`config.mk`:
```
export PLATFORM = sky130hd
export DESIGN_NAME = queue_reader
export DESIGN_NICKNAME = d
export VERILOG_FILES = /design/src/rtl/queue_pkg.sv /design/src/rtl/queue_reader_skid.sv /design/src/rtl/queue_reader.sv
export SDC_FILE = /design/constraint.sdc
export NUM_CORES = 1
export LEC_CHECK = 0
export ABC_AREA = 1
export CORE_MARGIN = 1
export CORE_UTILIZATION = 46
export CTS_CLUSTER_DIAMETER = 200
export DETAILED_ROUTE_END_ITERATION = 16
export PLACE_DENSITY = 0.81
export SETUP_SLACK_MARGIN = 0.5
export SYNTH_ARGS = -nofsm -noshare
export SYNTH_HDL_FRONTEND = slang
export SYNTH_SLANG_ARGS = --single-unit
```
`constraint.sdc`:
```
create_clock -name clk -period 3.65 [get_ports clk]
set_clock_uncertainty 0.2 [all_clocks]
set_input_delay 0.73 -clock clk [delete_from_list [all_inputs] [get_ports clk]]
set_output_delay 0.73 -clock clk [all_outputs]
set_load 0.01 [all_outputs]
```
`src/rtl/queue_pkg.sv`:
```
// rtl/queue_pkg.sv - shared types and defaults for the byte queue and its reader
package queue_pkg;

    // Byte width of the queue and of everything that consumes it.
    localparam int DATA_W_DEFAULT = 8;

    // Reader FSM states. The skid build only uses IDLE, POP and FIN.
    typedef enum logic [2:0] {
        IDLE,
        POP,
        CAPT,
        SEND,
        FIN
    } qr_state_t;

endpackage

```
`src/rtl/queue_reader_skid.sv`:
```
// rtl/queue_reader_skid.sv - 2-entry skid buffer between the queue read port and the output stream
//   Ports: clk, rst (sync, active-high, flushes both entries)
//          s_tvalid/s_tdata : byte arriving from the queue (caller keeps level+in-flight <= 2)
//          m_tvalid/m_tready/m_tdata : output stream, head entry
//          level : number of buffered bytes (0..2)
module queue_reader_skid
    import queue_pkg::*;
#(
    parameter int DATA_W = DATA_W_DEFAULT
) (
    input  logic              clk,
    input  logic              rst,
    input  logic              s_tvalid,
    input  logic [DATA_W-1:0] s_tdata,
    output logic              m_tvalid,
    input  logic              m_tready,
    output logic [DATA_W-1:0] m_tdata,
    output logic [1:0]        level
);

    logic [DATA_W-1:0] entry0;
    logic [DATA_W-1:0] entry1;
    logic [1:0]        lvl_q;
    logic              pop;

    assign m_tvalid = (lvl_q != 2'd0);
    assign m_tdata  = entry0;
    assign level    = lvl_q;
    assign pop      = m_tvalid && m_tready;

    // entry0 is always the head; it only changes when empty or when the
    // head is consumed, so m_tdata holds steady under backpressure.
    always_ff @(posedge clk) begin
        if (rst) begin
            entry0 <= '0;
            entry1 <= '0;
            lvl_q  <= 2'd0;
        end else begin
            case (lvl_q)
                2'd0: begin
                    if (s_tvalid) begin
                        entry0 <= s_tdata;
                        lvl_q  <= 2'd1;
                    end
                end
                2'd1: begin
                    case ({s_tvalid, pop})
                        2'b11:   entry0 <= s_tdata;
                        2'b01:   lvl_q  <= 2'd0;
                        2'b10: begin
                            entry1 <= s_tdata;
                            lvl_q  <= 2'd2;
                        end
                        default: ;
                    endcase
                end
                default: begin
                    if (pop) begin
                        entry0 <= entry1;
                        if (s_tvalid) begin
                            entry1 <= s_tdata;
                        end else begin
                            lvl_q <= 2'd1;
                        end
                    end
                end
            endcase
        end
    end

endmodule

```
`src/rtl/queue_reader.sv`:
```
// rtl/queue_reader.sv - pops the byte queue and streams the bytes out on a valid/ready port
//   Build option: QUEUE_READER_SKID_EN selects the skid-buffered one-byte-per-cycle datapath.
//   Ports: clk, rst (sync, active-high)
//          start/burst_len : begin a burst of burst_len bytes (0 = drain until empty)
//          q_dequeue/q_data/q_is_empty : queue read side (q_data valid the cycle after a pop)
//          m_valid/m_ready/m_data : output byte stream
//          busy/done/count : burst status, done is a one-cycle pulse
module queue_reader
    import queue_pkg::*;
#(
    parameter int DATA_W = DATA_W_DEFAULT,
    parameter int LEN_W  = 4
) (
    input  logic              clk,
    input  logic              rst,
    input  logic              start,
    input  logic [LEN_W-1:0]  burst_len,
    output logic              q_dequeue,
    input  logic [DATA_W-1:0] q_data,
    input  logic              q_is_empty,
    output logic              m_valid,
    input  logic              m_ready,
    output logic [DATA_W-1:0] m_data,
    output logic              busy,
    output logic              done,
    output logic [LEN_W-1:0]  count
);

    qr_state_t        state;
    qr_state_t        state_nxt;
    logic [LEN_W-1:0] len_q;
    logic [LEN_W-1:0] count_q;
    logic [LEN_W-1:0] count_inc;
    logic             hs;
    logic             last_beat;

    assign hs        = m_valid && m_ready;
    assign count_inc = count_q + LEN_W'(1);
    assign last_beat = (len_q != '0) && (count_inc == len_q);
    assign count     = count_q;
    assign busy      = (state != IDLE);
    assign done      = (state == FIN);

    always_ff @(posedge clk) begin
        if (rst) begin
            state <= IDLE;
        end else begin
            state <= state_nxt;
        end
    end

`ifdef QUEUE_READER_SKID_EN

    logic [1:0]       level;
    logic             inflight_q;
    logic             stop_q;
    logic [LEN_W-1:0] issued_q;
    logic [2:0]       outstanding;
    logic             issue_ok;

    queue_reader_skid #(
        .DATA_W (DATA_W)
    ) u_skid (
        .clk      (clk),
        .rst      (rst),
        .s_tvalid (inflight_q),
        .s_tdata  (q_data),
        .m_tvalid (m_valid),
        .m_tready (m_ready),
        .m_tdata  (m_data),
        .level    (level)
    );

    // Bytes that will still occupy the buffer after this cycle's handshake.
    // Counting the departing byte lets a pop issue every cycle while full-rate.
    assign outstanding = {1'b0, level} + {2'b00, inflight_q} - {2'b00, hs};

    assign issue_ok = !q_is_empty && !stop_q
                   && ((len_q == '0) || (issued_q != len_q))
                   && (outstanding < 3'd2);

    always_comb begin
        state_nxt = state;
        q_dequeue = 1'b0;
        case (state)
            IDLE: begin
                if (start) state_nxt = POP;
            end
            POP: begin
                q_dequeue = issue_ok;
                if (len_q != '0) begin
                    if (hs && last_beat) state_nxt = FIN;
                end else if ((stop_q || q_is_empty) && (outstanding == 3'd0)) begin
                    state_nxt = FIN;
                end
            end
            FIN:     state_nxt = IDLE;
            default: state_nxt = IDLE;
        endcase
    end

    always_ff @(posedge clk) begin
        if (rst) begin
            len_q      <= '0;
            count_q    <= '0;
            issued_q   <= '0;
            inflight_q <= 1'b0;
            stop_q     <= 1'b0;
        end else begin
            inflight_q <= q_dequeue;
            if (state == IDLE && start) begin
                len_q    <= burst_len;
                count_q  <= '0;
                issued_q <= '0;
                stop_q   <= 1'b0;
            end else begin
                if (q_dequeue) issued_q <= issued_q + LEN_W'(1);
                if (hs)        count_q  <= count_inc;
                // Drain ends at the first empty observation; later bytes wait for a new start.
                if (state == POP && len_q == '0 && q_is_empty) stop_q <= 1'b1;
            end
        end
    end

`else

    always_comb begin
        state_nxt = state;
        q_dequeue = 1'b0;
        case (state)
            IDLE: begin
                if (start) state_nxt = POP;
            end
            POP: begin
                if (!q_is_empty) begin
                    q_dequeue = 1'b1;
                    state_nxt = CAPT;
                end else if (len_q == '0) begin
                    state_nxt = FIN;
                end
            end
            CAPT:    state_nxt = SEND;
            SEND: begin
                if (hs) state_nxt = last_beat ? FIN : POP;
            end
            FIN:     state_nxt = IDLE;
            default: state_nxt = IDLE;
        endcase
    end

    always_ff @(posedge clk) begin
        if (rst) begin
            len_q   <= '0;
            count_q <= '0;
            m_valid <= 1'b0;
            m_data  <= '0;
        end else begin
            if (state == IDLE && start) begin
                len_q   <= burst_len;
                count_q <= '0;
            end
            // q_data is the byte popped on the previous edge.
            if (state == CAPT) begin
                m_data  <= q_data;
                m_valid <= 1'b1;
            end
            if (state == SEND && hs) begin
                count_q <= count_inc;
                m_valid <= 1'b0;
            end
        end
    end

`endif

endmodule
```
==> results.json <==
{
  "ios": 33,
  "syn_area_um2": 930,
  "avgRoutedWirePerCell_um": 11.0,
  "drc": 0,
  "grt_pass1_wl_mm": 3.44,
  "cp-start-kind": "input port",
  "synth_simple_gate_area_share": 0.242,
  "crit_required_ns": 2.72,
  "post-route-min-period_ns": 2.77,
  "crit_top_cell": "clkdlybuf4s50_1",
  "clockRootBuffer": "clkbuf_4",
  "drive_gt1_frac": 0.0357,
  "worstSetupEndpointType": "output pin",
  "row_count": 15,
  "synthMostInstantiatedCell": "nand2_1",
  "synthXorXnorAreaFrac": 0.00942,
  "synth_flop_cell": "dfxtp_1",
  "die_area_um2": 2200,
  "track_usage": 0.227,
  "dp_hpwl_mm": 1.63,
  "synth_mux_area_frac": 0,
  "post-route-util": 0.715,
  "dieHeight_um": 47.0,
  "slowest_stage": "clkdlybuf4s50_1",
  "grt_pass1_vias": 883,
  "yosys-top-cells-area": "dfxtp_1 (43%), nand2_1 (11%), inv_1 (10%)",
  "synthArstFlopShare": 0,
  "ant_nets": 0,
  "arrival_ns": 1.84,
  "syn_inst": 136,
  "cts_hold_buf": 0,
  "synth_top_family_by_area": "simple AND/OR/NAND/NOR gates",
  "power.leakage_nw": 0.508,
  "worst_slew_pin_slew_ns": 0.534,
  "fill_cells": 167,
  "synth_top_cell_area_share": 0.431,
  "final-max-slew-violation-count": 0,
  "grt_busiest_layer": "met2",
  "numPortBuffers": 32,
  "synth_compound_area_frac": 0.187,
  "max_stage_delay_ns": 0.54,
  "ys_seq_area_frac": 0.431,
  "firstDrtPassIters": 4,
  "drt_wl_total_mm": 2.12,
  "synth_enable_flop_cells": 0,
  "vias": 974,
  "synth_commonest_cells": "nand2_1 (27), inv_1 (25), dfxtp_1 (20)",
  "clockBufferDepth": 2,
  "tns_ns": 0,
  "cts_sinks": 20,
  "clk_pin_slew_ns": 0.11,
  "regArea_um2": 400,
  "grt_overflow": 0,
  "initial_core_util": 0.516,
  "ys_warn_count": 0,
  "critPathMaxFanout": 4,
  "multi_input_area_um2": 420,
  "finalSetupViolations": 0,
  "nNetsFinal": 188,
  "synthDistinctLibCells": 19,
  "antenna_found_initial": 0,
  "fmax_mhz": 361,
  "met3_usage": 0.0577,
  "grtUsageMet1": 0.255,
  "finalHoldViolCount": 0,
  "ys_ff_latch": 20,
  "core_um2": 1800,
  "grt_util_met2": 0.383,
  "clock_latency_ns": 0.30,
  "worst-setup-path-type": "input port to output pin",
  "power_density_nw_per_um2": 490,
  "cts_buffers": 3,
  "cts_resized": 0,
  "syn_to_final_growth_pct": 38.6,
  "cts_tree": "built",
  "path_cells": "clkdlybuf4s50_1 -> nor2_1 -> clkdlybuf4s50_1",
  "synth_nets": 154,
  "grt_start_max_net_pins": 19,
  "die_w_um": 47.0,
  "synth_area_leader_cell": "dfxtp_1",
  "min_period_over_period": 0.759,
  "drtIter0Drc": 17,
  "status": "finished clean",
  "h-tree-depth": 1,
  "cap_violations": 0,
  "hold_class": "flip-flop to flip-flop",
  "synth_area_per_cell_um2": 6.84,
  "viasPerCell": 5.05,
  "globalplace.congestion": 0.862,
  "post-cts-setup-buffer-count": 0,
  "synth_adder_area_share": 0.0135,
  "relSlewSlack": 0.643,
  "ir_drop_mv": 0.387,
  "grt_setup_unrepaired": "false",
  "diodes": 0
}
## layout by cell type (no fill, tap or decap)
cell type,count
o21ai_0,14
nand3_1,9
or2_2,1
clkbuf_4,3
nand3_2,1
nand4_1,2
a31oi_1,1
a21oi_1,17
a211oi_1,1
nor2_1,9
ha_1,1
clkdlybuf4s50_1,32
xnor2_1,1
nand2_2,1
o21ai_1,1
inv_1,25
nand2_1,27
dfxtp_1,20
nor3_1,2
## registers in the layout, summed over array words and instances, names as in the netlist
register and count:
state 3, m_data 8, m_valid 1, len_q 4
count 4
## cells by family (layout without fill, tap and decap cells)
logic type	after synthesis	after routing
adders and majority gates	1	1
AOI/OAI and AO/OA	34	34
xor gates and xnor gates	1	1
and+or+nand+nor	52	52
DFF	20	20
buffers and inverters	28	60
## routing by layer
layer  part of all wire  vias up
met5                  0        -
met4              0.017        0
met3              0.049        4
met2               0.51       28
met1               0.42      439
li1                   -      503
## area by class of cell
cell class / count / area share
multi-input combinational: 88 / 0.326
timing repair buffer: 32 / 0.249
tap: 25 / 0.0243
inverter: 25 / 0.0728
sequential: 20 / 0.311
clock buffer: 3 / 0.0175
## power by group
| group | switching, W | internal (W) | total, W |
|---|---|---|---|
| registers | 0.0000309 | 0.000258 | 0.000289 |
| clock network | 0.0000648 | 0.0000385 | 0.000103 |
| logic | 0.000123 | 0.000116 | 0.000239 |
| total | 0.000219 | 0.000413 | 0.000632 |
## path summary, 6_finish.rpt
check                          from                      to  slack, ns  cells after the start
min          m_data[4]$_SDFFE_PP0P_  m_data[4]$_SDFFE_PP0P_       0.25                      2
min reg2reg  m_data[4]$_SDFFE_PP0P_  m_data[4]$_SDFFE_PP0P_       0.25                      2
max reg2reg   count[0]$_SDFFE_PP0P_   state[2]$_SDFFE_PP0P_       1.89                      8
max                      q_is_empty               q_dequeue       0.88                      3
## worst max-delay path, delay by kind of cell
family	cells	cell delay, ns
buffers and inverters	2	0.99
and+or+nand+nor	1	0.12
## metrics by stage
stage | hold slack (ns) | area, µm² | instances | total power (W) | setup slack (ns)
after CTS | 0.258 | 1290 | 193 | 0.000635 | 0.877
after global placement | 0.231 | 1270 | 190 | 0.000528 | 0.897
after detailed placement | 0.239 | 1270 | 190 | 0.000533 | 0.871
final | 0.254 | 1290 | 193 | 0.000632 | 0.881
after floorplan | 0.256 | 930 | 136 | 0.000429 | 1.82
after global routing | 0.282 | 1290 | 193 | 0.000682 | 0.804
Power figures use the tool's default switching activity.
